===== src/rtl/apo_input_arbiter_9_nodes.sv =====
// Input-side scheduler for apo_router_9_nodes: per-port FIFOs, one packet issued per cycle.
// Optional `ARB_LOCAL_PRIO_EN gives transit ports 1-4 strict priority over the local port 0.
module apo_input_arbiter_9_nodes #(
    parameter int unsigned PKT_W      = 9,
    parameter int unsigned FIFO_DEPTH = 2,
    parameter int unsigned CNT_W      = 8
) (
    input  logic             clk,
    input  logic             rst,
    input  logic             stall,
    input  logic [PKT_W-1:0] in_free,
    input  logic [PKT_W-1:0] in_r1R,
    input  logic [PKT_W-1:0] in_r2R,
    input  logic [PKT_W-1:0] in_r1L,
    input  logic [PKT_W-1:0] in_r2L,
    output logic [PKT_W-1:0] rf_free,
    output logic [PKT_W-1:0] rf_r1R,
    output logic [PKT_W-1:0] rf_r2R,
    output logic [PKT_W-1:0] rf_r1L,
    output logic [PKT_W-1:0] rf_r2L,
    output logic [2:0]       grant_port,
    output logic [4:0]       ovf_flags,
    output logic [CNT_W-1:0] drop_cnt
);

    localparam int unsigned NP = 5;
    localparam int unsigned AW = (FIFO_DEPTH > 1) ? $clog2(FIFO_DEPTH) : 1;

    logic [PKT_W-1:0] r_mem [NP][FIFO_DEPTH];
    logic [AW-1:0]    r_rd_ptr [NP];
    logic [AW-1:0]    r_wr_ptr [NP];
    logic [AW:0]      r_count [NP];
    logic [2:0]       r_rr_ptr;
    logic [PKT_W-1:0] r_rf [NP];
    logic [2:0]       r_grant;
    logic [NP-1:0]    r_ovf;
    logic [CNT_W-1:0] r_drop_cnt;

    logic [PKT_W-1:0] w_in [NP];
    logic [PKT_W-1:0] w_head [NP];
    logic [NP-1:0]    w_cand;
    logic [NP-1:0]    w_full;
    logic [NP-1:0]    w_pop;
    logic [NP-1:0]    w_wr_en;
    logic [NP-1:0]    w_drop;
    logic             w_found;
    logic             w_issue;
    logic [2:0]       w_win;
    logic [2:0]       w_rr_next;
    logic [3:0]       w_idx;
    logic [2:0]       w_drop_num;
    logic [CNT_W:0]   w_drop_sum;
    logic [CNT_W-1:0] w_drop_next;

    assign w_in[0] = in_free;
    assign w_in[1] = in_r1R;
    assign w_in[2] = in_r2R;
    assign w_in[3] = in_r1L;
    assign w_in[4] = in_r2L;

    always_comb begin
        for (int unsigned i = 0; i < NP; i++) begin
            w_cand[i] = (r_count[i] != '0);
            w_full[i] = (r_count[i] == (AW+1)'(FIFO_DEPTH));
            w_head[i] = r_mem[i][r_rd_ptr[i]];
        end
    end

    always_comb begin
        w_found   = 1'b0;
        w_win     = 3'd0;
        w_rr_next = r_rr_ptr;
        w_idx     = '0;
`ifdef ARB_LOCAL_PRIO_EN
        // rr_ptr lives in 1..4 here; a reset value of 0 starts the search at 1
        for (int unsigned k = 0; k < 4; k++) begin
            w_idx = ((r_rr_ptr == 3'd0) ? 4'd1 : {1'b0, r_rr_ptr}) + 4'(k);
            if (w_idx > 4'd4) begin
                w_idx = w_idx - 4'd4;
            end
            if (!w_found && w_cand[w_idx[2:0]]) begin
                w_found = 1'b1;
                w_win   = w_idx[2:0];
            end
        end
        if (w_found) begin
            w_rr_next = (w_win == 3'd4) ? 3'd1 : w_win + 3'd1;
        end else if (w_cand[0]) begin
            w_found = 1'b1;
            w_win   = 3'd0;
        end
`else
        for (int unsigned k = 0; k < NP; k++) begin
            w_idx = {1'b0, r_rr_ptr} + 4'(k);
            if (w_idx >= 4'd5) begin
                w_idx = w_idx - 4'd5;
            end
            if (!w_found && w_cand[w_idx[2:0]]) begin
                w_found = 1'b1;
                w_win   = w_idx[2:0];
            end
        end
        if (w_found) begin
            w_rr_next = (w_win == 3'd4) ? 3'd0 : w_win + 3'd1;
        end
`endif
        w_issue = w_found && !stall;
        if (!w_issue) begin
            w_rr_next = r_rr_ptr;
        end
    end

    // A full FIFO still accepts a write when its head is popped on the same edge
    always_comb begin
        w_drop_num = '0;
        for (int unsigned i = 0; i < NP; i++) begin
            w_pop[i]   = w_issue && (w_win == 3'(i));
            w_wr_en[i] = w_in[i][PKT_W-1] && (!w_full[i] || w_pop[i]);
            w_drop[i]  = w_in[i][PKT_W-1] && w_full[i] && !w_pop[i];
            w_drop_num = w_drop_num + {2'b00, w_drop[i]};
        end
        w_drop_sum  = {1'b0, r_drop_cnt} + (CNT_W+1)'(w_drop_num);
        w_drop_next = w_drop_sum[CNT_W] ? '1 : w_drop_sum[CNT_W-1:0];
    end

    always_ff @(posedge clk) begin
        for (int unsigned i = 0; i < NP; i++) begin
            if (w_wr_en[i]) begin
                r_mem[i][r_wr_ptr[i]] <= w_in[i];
            end
        end
    end

    always_ff @(posedge clk or posedge rst) begin
        if (rst) begin
            for (int unsigned i = 0; i < NP; i++) begin
                r_rd_ptr[i] <= '0;
                r_wr_ptr[i] <= '0;
                r_count[i]  <= '0;
                r_rf[i]     <= '0;
            end
            r_rr_ptr   <= '0;
            r_grant    <= 3'd7;
            r_ovf      <= '0;
            r_drop_cnt <= '0;
        end else begin
            for (int unsigned i = 0; i < NP; i++) begin
                if (w_wr_en[i]) begin
                    r_wr_ptr[i] <= r_wr_ptr[i] + AW'(1);
                end
                if (w_pop[i]) begin
                    r_rd_ptr[i] <= r_rd_ptr[i] + AW'(1);
                end
                case ({w_wr_en[i], w_pop[i]})
                    2'b10:   r_count[i] <= r_count[i] + (AW+1)'(1);
                    2'b01:   r_count[i] <= r_count[i] - (AW+1)'(1);
                    default: r_count[i] <= r_count[i];
                endcase
                r_rf[i] <= w_pop[i] ? w_head[i] : '0;
            end
            r_rr_ptr   <= w_rr_next;
            r_grant    <= w_issue ? w_win : 3'd7;
            r_ovf      <= r_ovf | w_drop;
            r_drop_cnt <= w_drop_next;
        end
    end

    assign rf_free    = r_rf[0];
    assign rf_r1R     = r_rf[1];
    assign rf_r2R     = r_rf[2];
    assign rf_r1L     = r_rf[3];
    assign rf_r2L     = r_rf[4];
    assign grant_port = r_grant;
    assign ovf_flags  = r_ovf;
    assign drop_cnt   = r_drop_cnt;

endmodule


===== config.mk =====
export PLATFORM = sky130hd
export DESIGN_NAME = apo_input_arbiter_9_nodes
export DESIGN_NICKNAME = d
export VERILOG_FILES = /design/src/rtl/apo_input_arbiter_9_nodes.sv
export SDC_FILE = /design/constraint.sdc
export NUM_CORES = 1
export LEC_CHECK = 0
export ABC_AREA = 1
export BUFFER_PORTS_ARGS = -buffer_cell sky130_fd_sc_hd__buf_2
export CORE_MARGIN = 1
export CORE_UTILIZATION = 57
export CTS_CLUSTER_DIAMETER = 100
export DETAILED_ROUTE_END_ITERATION = 8
export PLACE_DENSITY = 0.79
export SLEW_MARGIN = 20
export SYNTH_ARGS = -nofsm -noshare
export SYNTH_HDL_FRONTEND = slang
export SYNTH_SLANG_ARGS = --single-unit

===== constraint.sdc =====
create_clock -name clk -period 6.1 [get_ports clk]
set_input_delay 0.305 -clock clk [delete_from_list [all_inputs] [get_ports clk]]
set_output_delay 0.305 -clock clk [all_outputs]
set_load 0.01 [all_outputs]

==> metrics.md, run 1 <==
| Metric | Value |
|---|---|
| Outcome | finished, final reports clean |
| WS Path Type | reg -> reg |
| Hold Path Class | in -> reg |
| Setup Skew | 9.73 ps |
| CTS tree | done |
| Post-Syn Instances | around 690 |
| # setup viols final | 0 |
| Root buffer cell | clkbuf_16 |
| Async set-reset flop share out of synthesis | 0.483 |
| Antenna Violating Nets Remaining | 0 |
| I/O Buffers | 108 |
| Synth area leaders | edfxtp_1, dfrtp_1, nand2_1 |
| Fin. Hold Viols | 0 |
| Final GP Congestion | 0.901 |
| Vias in the first global route | about 5,200 |
| Remaining global-route overflow | 0 |
| Most area-hungry cell type in the Yosys netlist | edfxtp_1 |
| Max Clock Freq | 0.179 GHz |
| Clock Latency Late Sink | about 420 ps |
| Worst path most repeated cell | nand2_1 |
| Vias/cell | between 5 and 6 |
| Avg Inst Size Synth | ~11 µm² |
| Via count | 5,148 |
| Crit end category | register |
| Clock Path Buffers | 2 |
| Iter 0 DRT Violations | 351 |
| Rel. slew slack | 0.410 |
| Share of cells above drive strength 1 | 0.261 |
| Num CTS Buffers | 17 |
| Critical path fanouts, max | 9 |
| CP bufs+invs | 4 |
| Final layout net count | about 890 |
| Drt first pass iters | 5 |
| Period minus WS final | 5600 ps |
| DIE WIDTH | 117 µm |
| Worst-margin pin slew | 882 ps |
| Max-slew violations | 0 |
| DRC violations left | 0 |
| Placement row count | 41 |
| FILL cells | 898 |
| Arrival time worst endpoint | 5890 ps |
| Post-synth top area share | 0.356 |
| Synth Cell Area | about 0.0076 mm² |
| Clock-pin slew on the worst setup and hold paths | 70 ps |
| WL per Instance | roughly 15 µm |
| Top FF cell, synth | edfxtp_1 |
| Largest net degree at the start of global routing | 85 |
| Syn. warnings | 0 |
| Detailed Place HPWL | around 11 mm |
| CP top delay family | adder cells |
| I/O pins | 109 |
| Final worst-path cycle share | 0.918 |
| Setup TNS | 0 ps |
| Max incr delay on CP | around 510 ps |
| RSZ-0062 raised after global routing | false |
| Register area share after synthesis | 0.634 |
| Ant. Diodes | 0 |
| Layout area overhead | 18.1% |
| All-Layer GR Usage | 0.229 |
| Number of synthesized flops with an enable pin | 90 |
| Distinct cell type count after synthesis | 42 |
| First-pass GRT wire length | about 25 mm |
| Max cap viols | 0 |
| Htree depth | 4 |
| Syn nets | 760 |
| Critical-path top delay cell | fa_1 |
| Die Area | 0.0138 mm² |
| Initial core utilization | 0.592 |
| Drt total wl | 14.8 mm |
| Core box area | 0.0128 mm² |
| CP Launch Type | register |
| Clock Sink Count | about 170 |
| Post-synthesis register bit count | 174 |
| Die height | 117 µm |
| CP required | 6390 ps |
| Initial antenna violation count | 0 |
[sequential cells by signal, indices dropped and copies added (netlist names)]
name	flops
r_count	10
rf_r2R	9
drop_cnt	8
rf_free	9
rf_r2L	9
ovf_flags	5
grant_port	3
r_mem	90
r_wr_ptr	5
rf_r1R	9
r_rr_ptr	3
rf_r1L	9
r_rd_ptr	5
[placed cells by master, fill, tap and decap left out, drive strengths merged, types with 8 or more instances in the layout]
master  Yosys  layout
dfrtp      81      81
ha         21      21
mux2i       9       9
nand2     181     181
clkinv      4      10
nand3      57      57
nor2       53      53
a21oi      41      41
inv        69      69
buf        11     117
clkbuf      0      20
edfxtp     90      90
xor2        8       8
o21ai      24      24
[synth_stat cells (2+ instances only)]
cell type / instances
a21oi_1: 23
a21oi_2: 18
buf_1: 5
buf_4: 2
buf_6: 3
clkinv_1: 4
dfrtp_1: 81
dfstp_2: 3
edfxtp_1: 90
fa_1: 4
ha_1: 21
inv_1: 64
inv_2: 4
mux2i_1: 9
nand2_1: 162
nand2_2: 16
nand2_4: 3
nand3_1: 51
nand3_2: 4
nand3_4: 2
nand4_1: 7
nor2_1: 49
nor2_2: 3
nor3_1: 2
nor4_1: 2
o211ai_1: 2
o21ai_0: 20
o21ai_2: 3
o21bai_1: 3
o31ai_1: 2
or2_2: 2
xnor2_1: 7
xor2_1: 7
[cell type report]
| cell class | instances | area [µm²] | area share |
|---|---|---|---|
| clock buffers | 20 | 468 | 0.0522 |
| clock inverters | 12 | 131 | 0.0147 |
| inverters | 73 | 282 | 0.0314 |
| multi-input cells | 429 | 2450 | 0.273 |
| flip-flops and latches | 174 | 4810 | 0.536 |
| well taps | 172 | 215 | 0.0240 |
| repair buffers | 117 | 612 | 0.0682 |
[routing by layer]
layer,vias up,track usage,part of all wire
met3,16,0.0598,0.054
met2,145,0.395,0.51
met1,2454,0.285,0.43
li1,2533,-,-
met5,-,0,0
met4,0,0.0666,0.012
[metrics by stage]
step           std cells  instance area, µm²  worst slack, ps   util  hold WS, ps
2_1_floorplan        687                7590              886      -          404
3_3_place_gp         963                8330              458  0.649          454
3_5_place_dp         963                8330              164  0.649          454
4_1_cts              995                8920              125  0.696         52.1
5_1_grt              997                8960             24.7  0.699         54.6
6_report             997                8960              498  0.699         70.3
[worst reg2reg max path: cells and delay by family, from the launching register on]
kind                       cells  cell delay (ps)
adders and majority gates      7             2380
and+or+nand+nor               17             1750
AOI/OAI and AO/OA              3              530
buffers and inverters          4              410
DFF                            1              400
[logic make-up after synthesis]
kind of cell             after synthesis  synth area share
flip-flops                           174             0.634
adder cells (fa/ha/maj)               25            0.0452
AND/OR/NAND/NOR                      305             0.182
AO/OA/AOI/OAI                         75            0.0631
buffers and inverters                 84            0.0460
multiplexers                           9            0.0119
XOR/XNOR                              15            0.0183
[path summary, 6_finish.rpt]
check / from / end / slack (ps) / cells past startpoint
worst max-delay path: r_rr_ptr[0] / drop_cnt[2] / 500 / 31
worst min-delay path: in_r2R[3] / r_mem[0][39] / 70 / 1
min in group asynchronous: rst / rf_r2L[1] / 80 / 3
worst min register to register: ovf_flags[4] / ovf_flags[4] / 470 / 2
max in group asynchronous: rst / r_rr_ptr[1] / 5430 / 3
worst max register to register: r_rr_ptr[0] / drop_cnt[2] / 500 / 31
[timing repair]
item,CTS,global route
resized for setup,0,8
hold buffers,0,0
hold endpoints to repair,0,0
buffers inserted,0,2
setup endpoints to repair,0,8
Power of run 1 is left out: the tool's default activity adds up to more than one toggle a clock period on the data nets, which glitch-free logic cannot reach.
==> run 2: changes to the inputs <==
--- a/config.mk
+++ b/config.mk
@@ -5,7 +5,6 @@
 export SDC_FILE = /design/constraint.sdc
 export NUM_CORES = 1
 export LEC_CHECK = 0
-export ABC_AREA = 1
 export BUFFER_PORTS_ARGS = -buffer_cell sky130_fd_sc_hd__buf_2
 export CORE_MARGIN = 1
 export CORE_UTILIZATION = 57
==> metrics.md, run 2 <==
| Metric | Value |
|---|---|
| Async set-reset flop share out of synthesis | 0.483 |
| Final worst-path cycle share | 0.944 |
| Core box area | 0.0133 mm² |
| Rel. slew slack | 0.444 |
| Arrival time worst endpoint | 6080 ps |
| Max Clock Freq | 0.174 GHz |
| Initial core utilization | 0.589 |
| Die Area | 0.0142 mm² |
| WS Path Type | reg -> reg |
| Fin. Hold Viols | 0 |
| WL per Instance | 17.7 µm |
| Layout area overhead | 20.1% |
| Num CTS Buffers | 17 |
| Detailed Place HPWL | 11.6 mm |
| Register area share after synthesis | 0.614 |
| Max reg flops | 90 |
| Hold Path Class | in -> reg |
| Iter 0 DRT Violations | 391 |
| First-pass GRT wire length | 26.5 mm |
| All-Layer GR Usage | 0.246 |
| Share of cells above drive strength 1 | 0.293 |
| Distinct cell type count after synthesis | 73 |
| Clock Path Buffers | 2 |
| I/O pins | 109 |
| Top FF cell, synth | edfxtp_1 |
| Max-slew violations | 0 |
| Avg Inst Size Synth | 12.6 µm² |
| Final GP Congestion | ~0.94 |
| CP Launch Type | register |
| Syn nets | 693 |
| Post-Syn Instances | 620 |
| Most frequent cells in the layout | buf_2, edfxtp_1, nor2_1, dfrtp_1, mux2i_1 |
| Max cap viols | 0 |
| Clock Sink Count | 174 |
| Most frequent cell after synthesis | edfxtp_1 |
| Placed insts | 913 |
| Post-synth top area share | 0.345 |
| Period minus WS final | 5760 ps |
| WHS Path Cells | 1 |
| Final Instance Count excl. Fillers | 948 |
| I/O Buffers | 108 |
| RSZ-0062 raised after global routing | false |
| Crit end category | register |
| Remaining global-route overflow | 0 |
| Clock-pin slew on the worst setup and hold paths | 70 ps |
| Synth Cell Area | ~0.0078 mm² |
| Outcome | finished, final reports clean |
| Drt first pass iters | 4 |
| Die height | 119 µm |
| CP required | 6420 ps |
| Critical path fanouts, max | 17 |
| Leading cell type in the layout, fill and taps excluded | buf_2 |
| Placement row count | 42 |
| Worst-margin pin slew | 831 ps |
| Clock Latency Late Sink | between 400 and 500 ps |
| Most area-hungry cell type in the Yosys netlist | edfxtp_1 |
| Ant. Diodes | 0 |
| Setup Skew | 8.35 ps |
| Final layout net count | 832 |
| FF-to-FF path depth | 22 |
| Vias/cell | 5.68 |
| FILL cells | 926 |
| # setup viols final | 0 |
| Largest net degree at the start of global routing | 57 |
| DRC violations left | 0 |
| Synth area leaders | edfxtp_1, dfrtp_1, mux2i_1 |
| Htree depth | 4 |
| DIE WIDTH | roughly 120 µm |
| Antenna Violating Nets Remaining | 0 |
| Post-synthesis register bit count | roughly 170 |
| Vias in the first global route | around 5,400 |
| Root buffer cell | clkbuf_16 |
| Setup TNS | 0 ps |
| Initial antenna violation count | 1 |
| Fin util | 0.708 |
| Drt total wl | 16.8 mm |
| Number of synthesized flops with an enable pin | 90 |
| R2R Setup Slk | 340 ps |
| FF+latch area | 0.00481 mm² |
| Synth top cells by count | edfxtp_1, nor2_1, dfrtp_1 |
| CTS tree | done |
| Via count | 5,386 |
| Syn. warnings | 0 |
| Area of the multi-input gates | 0.00289 mm² |
run 2: through the flow:
stage          hold WS, ps  area [µm²]  setup slack [ps]
2_1_floorplan          404        7830              8.39
3_3_place_gp           334        8710              70.4
3_5_place_dp           340        8710             -91.7
4_1_cts               44.7        9290              34.5
5_1_grt               43.7        9410              8.23
6_report              59.8        9410               340
run 2: cell type report:
class / instances / share of cell area
repair buffers: 147 / 0.0910
inverters: 22 / 0.00891
clock inverters: 15 / 0.0128
flip-flops and latches: 174 / 0.511
clock buffers: 17 / 0.0452
multi-input cells: 397 / 0.307
well taps: 176 / 0.0234
run 2: critical path: stages, from the launching register on:
cell and delay, ps:
dfrtp_1 420, buf_12 180, ha_2 240, or3_1 360
o221ai_1 140, o21ai_0 180, a221oi_2 370, or4b_2 620
a32oi_1 250, nor2_1 100, ha_1 190, and3_1 150
nand2_1 80, inv_1 70, nor3_2 210, fa_1 470
fa_1 490, ha_1 250, fa_2 390, a21oi_4 170
buf_4 140, nand3_1 70, o21a_1 120
run 2: path summary, 6_finish.rpt:
| path | startpoint | to |
|---|---|---|
| hold / removal | in_r2R[1] | r_mem[0][46] |
| setup / recovery | r_rr_ptr[0] | drop_cnt[7] |
| max in group asynchronous | rst | r_rr_ptr[2] |
| min in group asynchronous | rst | rf_r1R[6] |
| setup reg to reg | r_rr_ptr[0] | drop_cnt[7] |
| hold reg to reg | ovf_flags[3] | ovf_flags[3] |
run 2: cell families (layout without fill, tap and decap cells):
logic type / Yosys count / after routing / synth area share
simple gates: 200 / 200 / 0.125
flops: 174 / 174 / 0.614
compound gates: 99 / 99 / 0.0965
buf+inv: 49 / 201 / 0.0300
mux: 48 / 48 / 0.0614
fa+ha+maj: 25 / 25 / 0.0438
xor+xnor: 25 / 25 / 0.0289
run 2: repair_timing:
item | 4_1_cts | 5_1_grt
setup endpoints to repair | 8 | 8
endpoints found under the hold margin | 28 | 0
setup buffers | 0 | 2
pin swaps | 1 | 4
resized for setup | 4 | 26
hold buffers | 1 | 0
cloned | 0 | 0
run 2: per-layer routing:
layer | GRT usage | up-vias | wire length (µm) | share of wire
li1 | - | 2510 | - | -
met1 | 0.306 | 2691 | 6970 | 0.42
met2 | 0.409 | 150 | 8660 | 0.52
met3 | 0.0603 | 33 | 756 | 0.045
met4 | 0.111 | 2 | 354 | 0.021
met5 | 0 | - | 13 | 0.00078
Power of run 2 is left out for the same reason.
